### config.mk
export PLATFORM = sky130hd
export DESIGN_NAME = threshold_pack_engine_flat
export DESIGN_NICKNAME = d
export VERILOG_FILES = /design/src/rtl/threshold_pack_engine_if.sv /design/src/rtl/threshold_pack_engine.sv /design/src/flat_wrapper.sv
export SDC_FILE = /design/constraint.sdc
export NUM_CORES = 1
export LEC_CHECK = 0
export CORE_MARGIN = 3
export CORE_UTILIZATION = 39
export CTS_BUF_LIST = sky130_fd_sc_hd__clkbuf_8
export DETAILED_ROUTE_END_ITERATION = 8
export PLACE_DENSITY = 0.74
export SETUP_SLACK_MARGIN = 0.4
export SLEW_MARGIN = 20
export SYNTH_ARGS = -nofsm -noshare
export SYNTH_HDL_FRONTEND = slang
export SYNTH_SLANG_ARGS = --single-unit
### constraint.sdc
create_clock -name clk -period 2.1 [get_ports clk]
set_input_delay 0.315 -clock clk [delete_from_list [all_inputs] [get_ports clk]]
set_output_delay 0.315 -clock clk [all_outputs]
set_load 0.01 [all_outputs]
### src/rtl/threshold_pack_engine_if.sv
// threshold_pack_engine_if: pixel beat stream into, and memory write bus out of, threshold_pack_engine.
interface threshold_pack_engine_if #(
  parameter int NUM_LANES = 4,
  parameter int OUT_W = 8
);
  logic [8*NUM_LANES-1:0] pix_data;
  logic pix_valid;
  logic pix_ready;
  logic [31:0] mem_addr;
  logic [OUT_W-1:0] mem_data_out;
  logic mem_en;
  logic mem_rw;
  logic mem_ack;
  modport master (
    input pix_data, pix_valid, mem_ack,
    output pix_ready, mem_addr, mem_data_out, mem_en, mem_rw
  );
  modport slave (
    output pix_data, pix_valid, mem_ack,
    input pix_ready, mem_addr, mem_data_out, mem_en, mem_rw
  );
endinterface

### src/rtl/threshold_pack_engine.sv
// threshold_pack_engine: binarises pixel beats against a per-frame threshold and packs the bits into memory write words.
// Define FG_COUNT_EN to add fg_count, the number of 1-bits produced in the current frame.
module threshold_pack_engine #(
  parameter int NUM_LANES = 4,
  parameter int OUT_W = 8,
  parameter int IMAGE_WIDTH = 64,
  parameter int IMAGE_HEIGHT = 64,
  parameter logic [31:0] BASE_ADDR = 32'h0010_0000
) (
  input  logic clk,
  input  logic reset,
  input  logic start,
  input  logic [7:0] threshold,
  threshold_pack_engine_if.master bus,
  output logic busy,
  output logic done
`ifdef FG_COUNT_EN
  ,
  output logic [$clog2(IMAGE_WIDTH*IMAGE_HEIGHT+1)-1:0] fg_count
`endif
);
  localparam int TOTAL = IMAGE_WIDTH * IMAGE_HEIGHT;
  localparam int NUM_BEATS = TOTAL / NUM_LANES;
  localparam int BW = $clog2(NUM_BEATS + 1);
  localparam int FW = $clog2(OUT_W + 1);
  typedef enum logic [1:0] {IDLE, RUN, FLUSH, DONE} state_t;
  state_t state_q, state_d;
  logic [7:0] thr_q, thr_d;
  logic [BW-1:0] beat_q, beat_d;
  logic [FW-1:0] fill_q, fill_d;
  logic [OUT_W-1:0] pack_q, pack_d, pack_next, mem_data_q, mem_data_d;
  logic [31:0] mem_addr_q, mem_addr_d;
  logic mem_en_q, mem_en_d, busy_q, busy_d, done_q, done_d;
  logic [NUM_LANES-1:0] bits;
  logic accept, acked, word_full, last_beat;
  for (genvar k = 0; k < NUM_LANES; k++) begin : g_lane
    assign bits[k] = bus.pix_data[8*k +: 8] > thr_q;
  end
  // mem_en doubles as the write-pending flag: no beat is taken while a word is outstanding
  assign accept = state_q == RUN && !mem_en_q && bus.pix_valid;
  assign acked = mem_en_q && bus.mem_ack;
  assign pack_next = pack_q | (OUT_W'(bits) << fill_q);
  assign word_full = fill_q == FW'(OUT_W - NUM_LANES);
  assign last_beat = beat_q == BW'(NUM_BEATS - 1);
  always_comb begin
    state_d = state_q;
    thr_d = thr_q;
    beat_d = beat_q;
    fill_d = fill_q;
    pack_d = pack_q;
    mem_data_d = mem_data_q;
    mem_addr_d = acked ? mem_addr_q + 32'(OUT_W / 8) : mem_addr_q;
    mem_en_d = mem_en_q && !bus.mem_ack;
    if (state_q == IDLE && start) begin
      state_d = RUN;
      thr_d = threshold;
      beat_d = '0;
      fill_d = '0;
      pack_d = '0;
      mem_addr_d = BASE_ADDR;
    end
    if (accept) begin
      beat_d = beat_q + BW'(1);
      fill_d = word_full ? '0 : fill_q + FW'(NUM_LANES);
      pack_d = word_full ? '0 : pack_next;
      mem_data_d = word_full ? pack_next : mem_data_q;
      mem_en_d = word_full;
      state_d = last_beat ? FLUSH : state_q;
    end
    if (state_q == FLUSH && acked) state_d = DONE;
    if (state_q == DONE) state_d = IDLE;
    busy_d = state_d != IDLE;
    done_d = state_d == DONE;
  end
`ifdef FG_COUNT_EN
  logic [$clog2(TOTAL+1)-1:0] fg_q, fg_d;
  always_comb begin
    fg_d = state_q == IDLE && start ? '0 : fg_q;
    fg_d = accept ? fg_q + $bits(fg_q)'($countones(bits)) : fg_d;
  end
  always_ff @(posedge clk or negedge reset) begin
    if (!reset) fg_q <= '0;
    else fg_q <= fg_d;
  end
  assign fg_count = fg_q;
`endif
  always_ff @(posedge clk or negedge reset) begin
    if (!reset) begin
      state_q <= IDLE;
      thr_q <= '0;
      beat_q <= '0;
      fill_q <= '0;
      pack_q <= '0;
      mem_data_q <= '0;
      mem_addr_q <= BASE_ADDR;
      mem_en_q <= 1'b0;
      busy_q <= 1'b0;
      done_q <= 1'b0;
    end else begin
      state_q <= state_d;
      thr_q <= thr_d;
      beat_q <= beat_d;
      fill_q <= fill_d;
      pack_q <= pack_d;
      mem_data_q <= mem_data_d;
      mem_addr_q <= mem_addr_d;
      mem_en_q <= mem_en_d;
      busy_q <= busy_d;
      done_q <= done_d;
    end
  end
  assign bus.pix_ready = state_q == RUN && !mem_en_q;
  assign bus.mem_addr = mem_addr_q;
  assign bus.mem_data_out = mem_data_q;
  assign bus.mem_en = mem_en_q;
  assign bus.mem_rw = mem_en_q;
  assign busy = busy_q;
  assign done = done_q;
endmodule

### src/flat_wrapper.sv
// flat-port wrapper written by rule: the top's interface ports become plain ports
module threshold_pack_engine_flat 
#(
  parameter int NUM_LANES = 4,
  parameter int OUT_W = 8,
  parameter int IMAGE_WIDTH = 64,
  parameter int IMAGE_HEIGHT = 64,
  parameter logic [31:0] BASE_ADDR = 32'h0010_0000
)
  (clk, reset, start, threshold, busy, done, bus_pix_data, bus_pix_valid, bus_mem_ack, bus_pix_ready, bus_mem_addr, bus_mem_data_out, bus_mem_en, bus_mem_rw);
  threshold_pack_engine_if #(.NUM_LANES(NUM_LANES), .OUT_W(OUT_W)) bus_i ();
  input  logic clk;
  input  logic reset;
  input  logic start;
  input  logic [7:0] threshold;
  output logic busy;
  output logic done;
  input wire logic [$bits(bus_i.pix_data)-1:0] bus_pix_data;
  input wire logic [$bits(bus_i.pix_valid)-1:0] bus_pix_valid;
  input wire logic [$bits(bus_i.mem_ack)-1:0] bus_mem_ack;
  output wire logic [$bits(bus_i.pix_ready)-1:0] bus_pix_ready;
  output wire logic [$bits(bus_i.mem_addr)-1:0] bus_mem_addr;
  output wire logic [$bits(bus_i.mem_data_out)-1:0] bus_mem_data_out;
  output wire logic [$bits(bus_i.mem_en)-1:0] bus_mem_en;
  output wire logic [$bits(bus_i.mem_rw)-1:0] bus_mem_rw;
  assign bus_i.pix_data = bus_pix_data;
  assign bus_i.pix_valid = bus_pix_valid;
  assign bus_i.mem_ack = bus_mem_ack;
  assign bus_pix_ready = bus_i.pix_ready;
  assign bus_mem_addr = bus_i.mem_addr;
  assign bus_mem_data_out = bus_i.mem_data_out;
  assign bus_mem_en = bus_i.mem_en;
  assign bus_mem_rw = bus_i.mem_rw;
  threshold_pack_engine #(.NUM_LANES(NUM_LANES), .OUT_W(OUT_W), .IMAGE_WIDTH(IMAGE_WIDTH), .IMAGE_HEIGHT(IMAGE_HEIGHT), .BASE_ADDR(BASE_ADDR)) u_core (.clk(clk), .reset(reset), .start(start), .threshold(threshold), .bus(bus_i), .busy(busy), .done(done));
endmodule
# Word level (Yosys, flattened, before mapping)
# Index checks and enable logic that the tools add are counted.
word_totals:
  out_inout_bits: 45
  reg_bits: 76
  input_bits: 45
  wordCells: 54
classes:
  n_shift: 1
  n_reduce_logical: 13
  n_bitwise: 1
  n_addsub: 3
  n_eq_ne: 6
  magnitude_cmp: 4
  n_mux: 16
ops:
  columns: ["cell", "count"]
  rows:
  - ["$mux 32", 2]
  - ["$add 32x1->32 const B", 1]
  - ["$gt 8x8->1", 4]
  - ["$mux 8", 3]
  - ["$mux 11", 2]
  - ["$mux 4", 3]
  - ["$add 11x1->11 const B", 1]
  - ["$eq 11x10->1 const B", 1]
  - ["$mux 2", 5]
  - ["$or 8x8->8", 1]
  - ["$shl 4x4->8", 1]
  - ["$eq 2x2->1 const B", 3]
  - ["$logic_and 1x1->1", 6]
  - ["$reduce_bool 2->1", 3]
  - ["$add 4x3->4 const B", 1]
  - ["$eq 4x3->1 const B", 1]
  - ["$eq 2x1->1 const B", 1]
  - ["$logic_not 1->1", 2]
  - ["$logic_not 2->1", 1]
  - ["$reduce_and 2->1", 1]
  - ["$mux 1", 1]

# Depth between registers and ports, before layout
depth:
  ltp_word: 7
  ltp_mapped: 7
  ltp_nobuf: 7

# Worst setup path after synthesis
# OpenSTA, ideal clock, no wires.
synth_path:
  path_kind: "register -> register"
  start: "register u_core.mem_addr_q[0], in the netlist u_core.bus.mem_addr[0]"
  end: "register u_core.mem_addr_q[28], in the netlist u_core.bus.mem_addr[28]"
  period_less_slack_ns: 1.752
  arrival_time_ns: 1.674
  path_slack_ns: 0.348
  path_stages_with_launch: 7
  required_ns: 2.022
  n_path_buf: 0
  setup_ns: 0.078
  cell_sequence: "dfrtp_1 -> ha_1 -> nand2_1 -> nor4_2 -> nand3_1 -> or3_1 -> a21oi_1"
synth_via:
  elab_chain_cells: 3
synth_rtl:
  columns: ["item", "line_no", "source"]
  rows:
  - ["from (decl)", "threshold_pack_engine.sv:32", "logic [31:0] mem_addr_q, mem_addr_d;"]
  - ["from (signal assigned)", "threshold_pack_engine.sv:106", "mem_addr_q <= mem_addr_d;"]
  - ["$add 32x1->32", "threshold_pack_engine.sv:52", "mem_addr_d = acked ? mem_addr_q + 32'(OUT_W / 8) : mem_addr_q;"]
  - ["$mux 32", "threshold_pack_engine.sv:52", null]
  - ["$mux 32", "threshold_pack_engine.sv:54", "if (state_q == IDLE && start) begin"]
# No other way between the ends. The select of a mux whose other input is x is not followed.
# A chain may end at the register's enable or synchronous reset.

# Worst setup path in the final report
layout_path:
  start: "register u_core.mem_addr_q[0], in the netlist u_core.bus.mem_addr[0]"
  end: "output port bus_mem_addr[0]"
layout_rtl:
  columns: ["item", "line_no", "source"]
  rows:
  - ["to (decl)", "flat_wrapper.sv:22", "output wire logic [$bits(bus_i.mem_addr)-1:0] bus_mem_addr;"]
# No word-level cell between the ends.

==> impl_metrics.json <==
{
  "outcome": "completed",
  "viasPerCell": 5.29,
  "grt_pass1_wl_um": 17000,
  "syn-cell-area_um2": 4070,
  "cp_max_fo": 4,
  "mostFrequentLayoutCell": "clkdlybuf4s50_1",
  "worst_slew_pin_slew_ps": 457,
  "drtPass1Iterations": 4,
  "antenna_cells": 0,
  "drive_gt1_frac": 0.191,
  "fmax_mhz": 573,
  "clockBufferDepth": 2,
  "yosys.area.top_type": "dfrtp_1",
  "syn_nets": 516,
  "setup_violations": 0,
  "cts_tree": "done",
  "crit_slowest_cell": "clkdlybuf4s50_1",
  "ys_types": 45,
  "drtIter0Drc": 190,
  "slew_headroom": 0.696,
  "crit_chain": "buf_4 > clkdlybuf4s50_1",
  "finalHoldViolations": 0,
  "tns_ps": 0,
  "async_flop_share": 1.00,
  "overflow": 0,
  "crit_family": "buffers and inverters",
  "via_count": 3759,
  "slew_viol_final": 0,
  "core_um2": 9950,
  "nets": 651,
  "clk_latency_ps": 340,
  "ir_worst_vdd_mv": 0.364,
  "ys.flop_type": "dfrtp_1",
  "cts_sinks": 74,
  "synth_edf_count": 0,
  "ys_seq_area_frac": 0.456,
  "globalRouteTotalUtil": 0.182,
  "cp.arrival_ps": 1430,
  "fp.dieW_um": 108,
  "cpPeakStageDelay_ps": 520,
  "htreeDepth": 3,
  "final_cell_mix": "clkdlybuf4s50_1, nand2_1, dfrtp_1",
  "antenna_found_initial": 0,
  "clk_pin_slew_ps": 80,
  "initial_utilization": 0.409,
  "hold_path_class": "input pin to asynchronous set/reset pin",
  "rows": 36,
  "timing.final.crit_share": 0.831,
  "grt_max_degree": 37,
  "synthToLayoutAreaGrowth_pct": 43.6,
  "rsz0062_at_grt": "true",
  "syn_inst": 437,
  "gp_congestion": 0.824,
  "synth_warnings": 0,
  "nFillCells": 830,
  "die_h_um": 108,
  "syn_area_per_cell_um2": 9.31,
  "power_density_nw_per_um2": 807,
  "crit_buf_inv": 2,
  "drc": 0,
  "routed_wirelength_um": 11000,
  "synth_top_area_share": 0.449,
  "post-route-min-period_ps": 1740,
  "p_total_w": 0.00471,
  "fin_skew_ps": 10.0,
  "cp-start-kind": "flip-flop",
  "ys_ff_latch": 74,
  "crit_required_ps": 1780,
  "die-area_um2": 11700,
  "multiInputGateArea_um2": 2270,
  "wl_per_cell_um": 15.5,
  "ys_top_cells_by_area": "dfrtp_1, ha_1, nand2_1, o21ai_0, a21oi_1",
  "crit_path_end_kind": "output pin",
  "cap_violations": 0,
  "hpwl_um": 7440,
  "seqCellArea_um2": 1870,
  "portBuffers": 89,
  "leakage_nw": 2.60,
  "crit_type": "flip-flop to output pin",
  "antenna_left": 0,
  "cts_inserted_buffers": 9,
  "grt_pass1_vias": 3539,
  "ios": 90,
  "root_buffer": "clkbuf_8"
}
## cell families (layout without fill, tap and decap cells)
kind of cell,after synthesis,in the layout,synth area share
AOI/OAI and AO/OA,82,82,0.111
xor gates and xnor gates,23,23,0.0495
adders and majority gates,34,34,0.105
DFF,74,74,0.456
muxes,3,3,0.00738
and+or+nand+nor,195,196,0.245
buffers and inverters,26,165,0.0274
## final timing paths
| kind | slack (ps) | start | to | depth (start not counted) |
|---|---|---|---|---|
| worst max-delay path | 360 | u_core.bus.mem_addr[0]$_DFFE_PN0P_ | bus_mem_addr[0] | 2 |
| worst min-delay path | 450 | reset | u_core.bus.mem_addr[25]$_DFFE_PN0P_ | 2 |
| worst max register to register | 360 | u_core.state_q[0]$_DFF_PN0_ | u_core.bus.mem_addr[28]$_DFFE_PN0P_ | 5 |
| worst min register to register | 470 | u_core.pack_q[2]$_DFFE_PN0P_ | u_core.bus.mem_data_out[2]$_DFFE_PN0P_ | 2 |
| max in group asynchronous | 1060 | reset | u_core.bus.mem_addr[20]$_DFFE_PN1P_ | 3 |
| min in group clk | 470 | u_core.pack_q[2]$_DFFE_PN0P_ | u_core.bus.mem_data_out[2]$_DFFE_PN0P_ | 2 |
## cells in the mapped netlist (2+ instances only)
cell and count:
nand4_1 17, xnor2_1 7, clkbuf_1 8, or2_2 3, nand3_1 22, a21oi_1 32
and3_1 3, and2_1 8, o21ai_0 37, dfrtp_1 73, o211ai_1 6, or3_1 8
buf_2 2, nand2_1 64, nor2b_1 4, o21a_1 2, and4_1 2, inv_1 14
nor3_1 6, mux2i_1 3, xor2_1 16, ha_1 34, nor2_1 42, nor3b_1 3
## sequential cells by signal, indices dropped and copies added (netlist names)
name and count:
u_core.bus.mem_addr 32, u_core.beat_q 11, u_core.bus.mem_data_out 8, u_core.pack_q 8
u_core.thr_q 8, u_core.fill_q 2, u_core.state_q 2, u_core.bus.mem_en 1
u_core.busy 1, u_core.done 1
## report_power, final
group          switching (W)  internal (W)
logic               0.000786      0.000808
registers           0.000254       0.00168
clock network       0.000507      0.000671
## layer usage
metal  vias to the layer above  wire, um  track usage  share of wire
li1                       1801         -            -              -
met1                      1851      4880        0.241           0.44
met2                        87      5550        0.299           0.51
met3                        20       312       0.0233          0.028
met4                         0       231       0.0784          0.021
met5                         -         0            0              0
## worst register-to-register path, cell delays in order (launching register included)
cell	delay, ps
dfrtp_2	460
or3b_4	430
a21oi_4	200
nand2_2	80
or3_4	380
a21oi_2	120
## layout make-up
class	count	share of cell area
timing repair buffer	135	0.216
clock inverter	3	0.00643
tap	133	0.0285
inverter	14	0.00900
sequential	74	0.320
multi-input combinational	338	0.389
clock buffer	13	0.0306
## per-stage QoR
stage                     setup slack [ps]  hold slack, ps  utilization  instance area, um^2  cells
after floorplan                        401            19.4            -                 4070    437
after global placement                57.8             282        0.522                 5200    661
after detailed placement              31.7             287        0.522                 5200    661
after CTS                              352             454        0.558                 5550    688
after global routing                   301             477        0.587                 5840    710
final                                  356             448        0.587                 5840    710
## timing repair
action,in CTS,in global routing
cloned,1,0
buffers inserted,9,22
hold endpoints to repair,16,0
pin swaps,3,23
hold buffers,1,0
endpoints found under the setup margin,29,49
resized for setup,20,33
Note: power is estimated with default switching activity, not from simulation.
